`config.mk`:
```
export PLATFORM = sky130hd
export DESIGN_NAME = parity_arbiter
export DESIGN_NICKNAME = d
export VERILOG_FILES = /design/src/rtl/parity_arbiter.sv
export SDC_FILE = /design/constraint.sdc
export NUM_CORES = 1
export LEC_CHECK = 0
export ABC_AREA = 1
export ABC_CLOCK_PERIOD_IN_PS = 3760
export CAP_MARGIN = 30
export CORE_UTILIZATION = 52
export CTS_BUF_LIST = sky130_fd_sc_hd__clkbuf_4
export CTS_CLUSTER_DIAMETER = 120
export DETAILED_ROUTE_END_ITERATION = 10
export PLACE_DENSITY_LB_ADDON = 0.25
export SLEW_MARGIN = 20
export SYNTH_ARGS = -nofsm -noshare
export SYNTH_HDL_FRONTEND = slang
export SYNTH_SLANG_ARGS = --single-unit
```
`constraint.sdc`:
```
create_clock -name clk -period 3.76 [get_ports clk]
set_input_delay 1.128 -clock clk [delete_from_list [all_inputs] [get_ports clk]]
set_output_delay 1.128 -clock clk [all_outputs]
set_load 0.005 [all_outputs]
```
`src/rtl/parity_arbiter.sv`:
```
// parity_arbiter: four requesters share one parity-check datapath.
// A round-robin arbiter picks a requester in IDLE and latches its word, parity bit and mode.
// CHECK computes the result and RESP presents it with a one-cycle done pulse.
// Failed checks feed a saturating error counter.
module parity_arbiter #(
    parameter int WIDTH = 8,
    parameter int NREQ  = 4
) (
    input  logic                  clk,
    input  logic                  rst,
    input  logic [NREQ-1:0]       req,
    input  logic [NREQ*WIDTH-1:0] data_in,
    input  logic [NREQ-1:0]       parity_in,
    input  logic                  odd_mode,
    input  logic                  clr_cnt,
    output logic                  busy,
    output logic [NREQ-1:0]       gnt,
    output logic [1:0]            gnt_id,
    output logic                  done,
    output logic                  parity_ok,
    output logic [7:0]            err_cnt
);

    typedef enum logic [1:0] {StIdle, StCheck, StResp} state_e;

    state_e            state_q, state_d;
    logic [1:0]        last_q;      // round-robin pointer: last served requester
    logic [1:0]        gnt_id_q;
    logic [WIDTH-1:0]  word_q;
    logic              par_q;
    logic              odd_q;
    logic              parity_ok_q;
    logic [7:0]        err_cnt_q;

    logic              sel_found;
    logic [1:0]        sel_id;
    logic [1:0]        idx;

    // Round-robin search starting one past the last served requester.
    always_comb begin
        sel_found = 1'b0;
        sel_id    = '0;
        idx       = '0;
        for (int i = 1; i <= NREQ; i++) begin
            idx = last_q + 2'(i);
            if (!sel_found && req[idx]) begin
                sel_found = 1'b1;
                sel_id    = idx;
            end
        end
    end

    // State register.
    always_ff @(posedge clk or posedge rst) begin
        if (rst) begin
            state_q <= StIdle;
        end else begin
            state_q <= state_d;
        end
    end

    // Next-state logic: one check takes exactly three cycles once started.
    always_comb begin
        state_d = state_q;
        unique case (state_q)
            StIdle:  if (sel_found) state_d = StCheck;
            StCheck: state_d = StResp;
            StResp:  state_d = StIdle;
            default: state_d = StIdle;
        endcase
    end

    // Output decode from the current state and latched grant.
    always_comb begin
        busy = (state_q != StIdle);
        done = (state_q == StResp);
        gnt  = '0;
        if (busy) begin
            gnt[gnt_id_q] = 1'b1;
        end
    end

    // Grant capture, parity evaluation and error counting.
    always_ff @(posedge clk or posedge rst) begin
        if (rst) begin
            last_q      <= 2'd3;        // requester 0 wins the first search
            gnt_id_q    <= '0;
            word_q      <= '0;
            par_q       <= 1'b0;
            odd_q       <= 1'b0;
            parity_ok_q <= 1'b0;
            err_cnt_q   <= '0;
        end else begin
            if (state_q == StIdle && sel_found) begin
                word_q   <= data_in[sel_id*WIDTH +: WIDTH];
                par_q    <= parity_in[sel_id];
                odd_q    <= odd_mode;
                gnt_id_q <= sel_id;
                last_q   <= sel_id;
            end
            if (state_q == StCheck) begin
                parity_ok_q <= ~((^word_q) ^ par_q ^ odd_q);
            end
            // Clear has priority over a coincident increment.
            if (clr_cnt) begin
                err_cnt_q <= '0;
            end else if (state_q == StResp && !parity_ok_q && err_cnt_q != 8'hFF) begin
                err_cnt_q <= err_cnt_q + 8'd1;
            end
        end
    end

    assign gnt_id    = gnt_id_q;
    assign parity_ok = parity_ok_q;
    assign err_cnt   = err_cnt_q;

endmodule

```
==> impl_metrics.tcl <==
set metrics [dict create \
    outcome "complete, no violations" \
    power.density_nw_per_um2 852 \
    grt_pass1_vias 1902 \
    drt-total-wl_um 4440 \
    die_y_um 62.6 \
    grt_setup_unrepaired "false" \
    grt_max_degree 26 \
    cts_tree "done" \
    worstHoldPathType "flop to flop" \
    drt_iter0_markers 135 \
    hold_depth 2 \
    synthTopCellsByArea "dfrtp_1 30%, nand2_1 18%, nand3_1 11%, inv_1 11%, nand2_2 6.2%" \
    clock_path_buffers 2 \
    place_ws_ns 0.616 \
    synth.cell_area_um2 1910 \
    cts_max_level 1 \
    port_buffers 60 \
    initial_core_util_pct 55.9 \
    setup.worst_path.end_class "output pin" \
    finalSetupTns_ns 0 \
    irDropWorstVdd_mv 0.506 \
    ys_types 28 \
    p_leak_nw 1.33 \
    drv_slew 0 \
    vias_per_cell 5.03 \
    tightest_slew_ns 0.567 \
    r2r_start "last_q[1]" \
    clockRootBuffer "clkbuf_4" \
    dpl_cell_area_um2 2520 \
    area_delta_synth_final_pct 33.9 \
    cap_viol_max_count 0 \
    cts_resized 0 \
    critPathMaxStageDelay_ns 0.46 \
    setup_violations 0 \
    grt_antenna_before_repair 0 \
    overflow 0 \
    drc 0 \
    gp_congestion 0.808 \
    reg2regPathDepth 11 \
    syn_inst 290 \
    pin_count 61 \
    fin_ws_ns 0.954 \
    cts.clk_slew.worst_paths_ns 0.12 \
    synth_top_family_by_area "simple AND/OR/NAND/NOR gates" \
    vias 1992 \
    reg2reg_to "gnt_id[0]" \
    ys_ff_latch 25 \
    crit_type "flop to output pin" \
    worstHoldStart "odd_q" \
    cts_setup_buffers 0 \
    synthFlopType "dfrtp_1" \
    grt_first_pass_wirelength_um 7540 \
    fp.dieW_um 62.6 \
    p_total_mw 2.18 \
    cp.buffers_inverters 1 \
    worstPathRequired_ns 2.63 \
    min_period_ns 2.81 \
    fmax_mhz 356 \
    ys_seq_area_share_pct 32.9 \
    synthesis.nets 335 \
    synth_compound_area_share_pct 4.72 \
    rows 21 \
    nets 396 \
    mostFrequentLayoutCell "nand2_1" \
    synth-xor-area-share_pct 5.04 \
    start_kind "flop" \
    synthSimpleGateAreaFrac_pct 43.0 \
    layout_common_cells "92 x nand2_1, 60 x clkdlybuf4s50_1, 54 x inv_1" \
    slew_headroom_pct 62.2 \
    crit_slowest_cell "clkdlybuf4s50_1" \
    multiInputGateArea_um2 1020 \
    critPathTopFamily "simple AND/OR/NAND/NOR gates" \
    min_to "odd_q" \
    synth_adder_area_share_pct 0.655 \
    seqCellArea_um2 628 \
    fillers 291 \
    diodes 0 \
    crit_chain "nor2_1, nor3_1, clkdlybuf4s50_1" \
    cp.arrival_ns 1.68 \
    cts_sinks 25 \
    r2r_slack_ns 1.46 \
    drt_first_pass_iters 4 \
    antenna_left 0 \
    synth_edf_count 0 \
    drive_gt1_share_pct 10.0 \
    synth_top_area_share_pct 30.1 \
    synth_area_per_cell_um2 6.59 \
    finalHoldViolCount 0 \
    wl_per_cell_um 11.2 \
    worst-path-max-fanout 6 \
    fin_skew_ns 0.0145 \
    grt_use_total_pct 23.7 \
    clk_latency_ns 0.33 \
    ys.warnings.count 0 \
    stdcell_area_um2 2560 \
    cp-startpoint "state_q[0]" \
    synth_mux_area_share_pct 0 \
    fin_crit_sh_pct 74.6 \
    hpwl_um 3470 \
    die_area_um2 3920 \
    hold_ws_ns 0.518 \
    synth_top_area_cell "dfrtp_1" \
    async_reset_ff_share_pct 100 \
    cts_made_buffers 3 \
    coreArea_um2 3420 \
    cts_hold_buf 0 \
]
[tightest hold or removal path: stages, from the launching register on]
cell,delay (ns)
dfrtp_1,0.38
nand2_1,0.06
nand2_1,0.05
[state kept, by name, indices dropped and copies added (netlist names)]
signal,count
err_cnt,8
word_q,8
gnt_id,2
last_q,2
state_q,2
odd_q,1
par_q,1
parity_ok,1
[logic make-up (layout without fill, tap and decap cells)]
family                     Yosys count  in the layout
xor gates and xnor gates            11             11
buffers and inverters               60            120
and+or+nand+nor                    177            177
DFF                                 25             25
adders and majority gates            1              1
AOI/OAI and AO/OA                   16             16
[how the worst max path moves through the flow]
stage,endpoint,depth (start not counted),slack (ns)
floorplan,word_q[6],15,1.46
CTS,gnt[3],3,0.94
finish,gnt[3],3,0.95
global route,last_q[1],11,0.80
detailed placement,gnt_id[0],11,0.62
global placement,gnt_id[0],11,0.65
[area by class of cell]
type                       count  area share, %
clock inverter                 1          0.196
tap                           46           2.25
clock buffer                   3          0.880
sequential                    25           24.5
timing repair buffer          61           24.1
inverter                      55           8.17
multi-input combinational    205           39.9
[power breakdown]
part / switching [mW] / internal, mW / leakage [nW]
Clock: 0.0820 / 0.0399 / 0.0177
Sequential: 0.0853 / 0.383 / 0.318
Combinational: 0.992 / 0.599 / 0.995
[cell usage after synthesis (2+ instances only)]
master / instances
xor2_1: 4
nor2_1: 10
nand3_2: 2
o21ai_0: 8
nor3_1: 7
xnor2_1: 7
a21oi_1: 4
dfstp_2: 2
nand2_2: 19
nand2_1: 92
dfrtp_1: 23
buf_4: 2
nand3_1: 42
inv_1: 54
[metal layers]
metal / part of all wire, % / up-vias / GRT usage, % / wire, um
met5: 0 / - / 0 / 0
met4: 1.8 / 0 / 9.59 / 82
met3: 3.6 / 8 / 4.38 / 160
met2: 52 / 61 / 44.4 / 2300
met1: 43 / 914 / 25.8 / 1890
li1: - / 1009 / - / -
[metrics by stage]
step	std cells	util, %
floorplan	290	-
global placement	391	73.7
detailed placement	391	73.7
CTS	395	74.5
global route	396	74.9
finish	396	74.9
No activity file was read; power rests on OpenSTA's default activity.
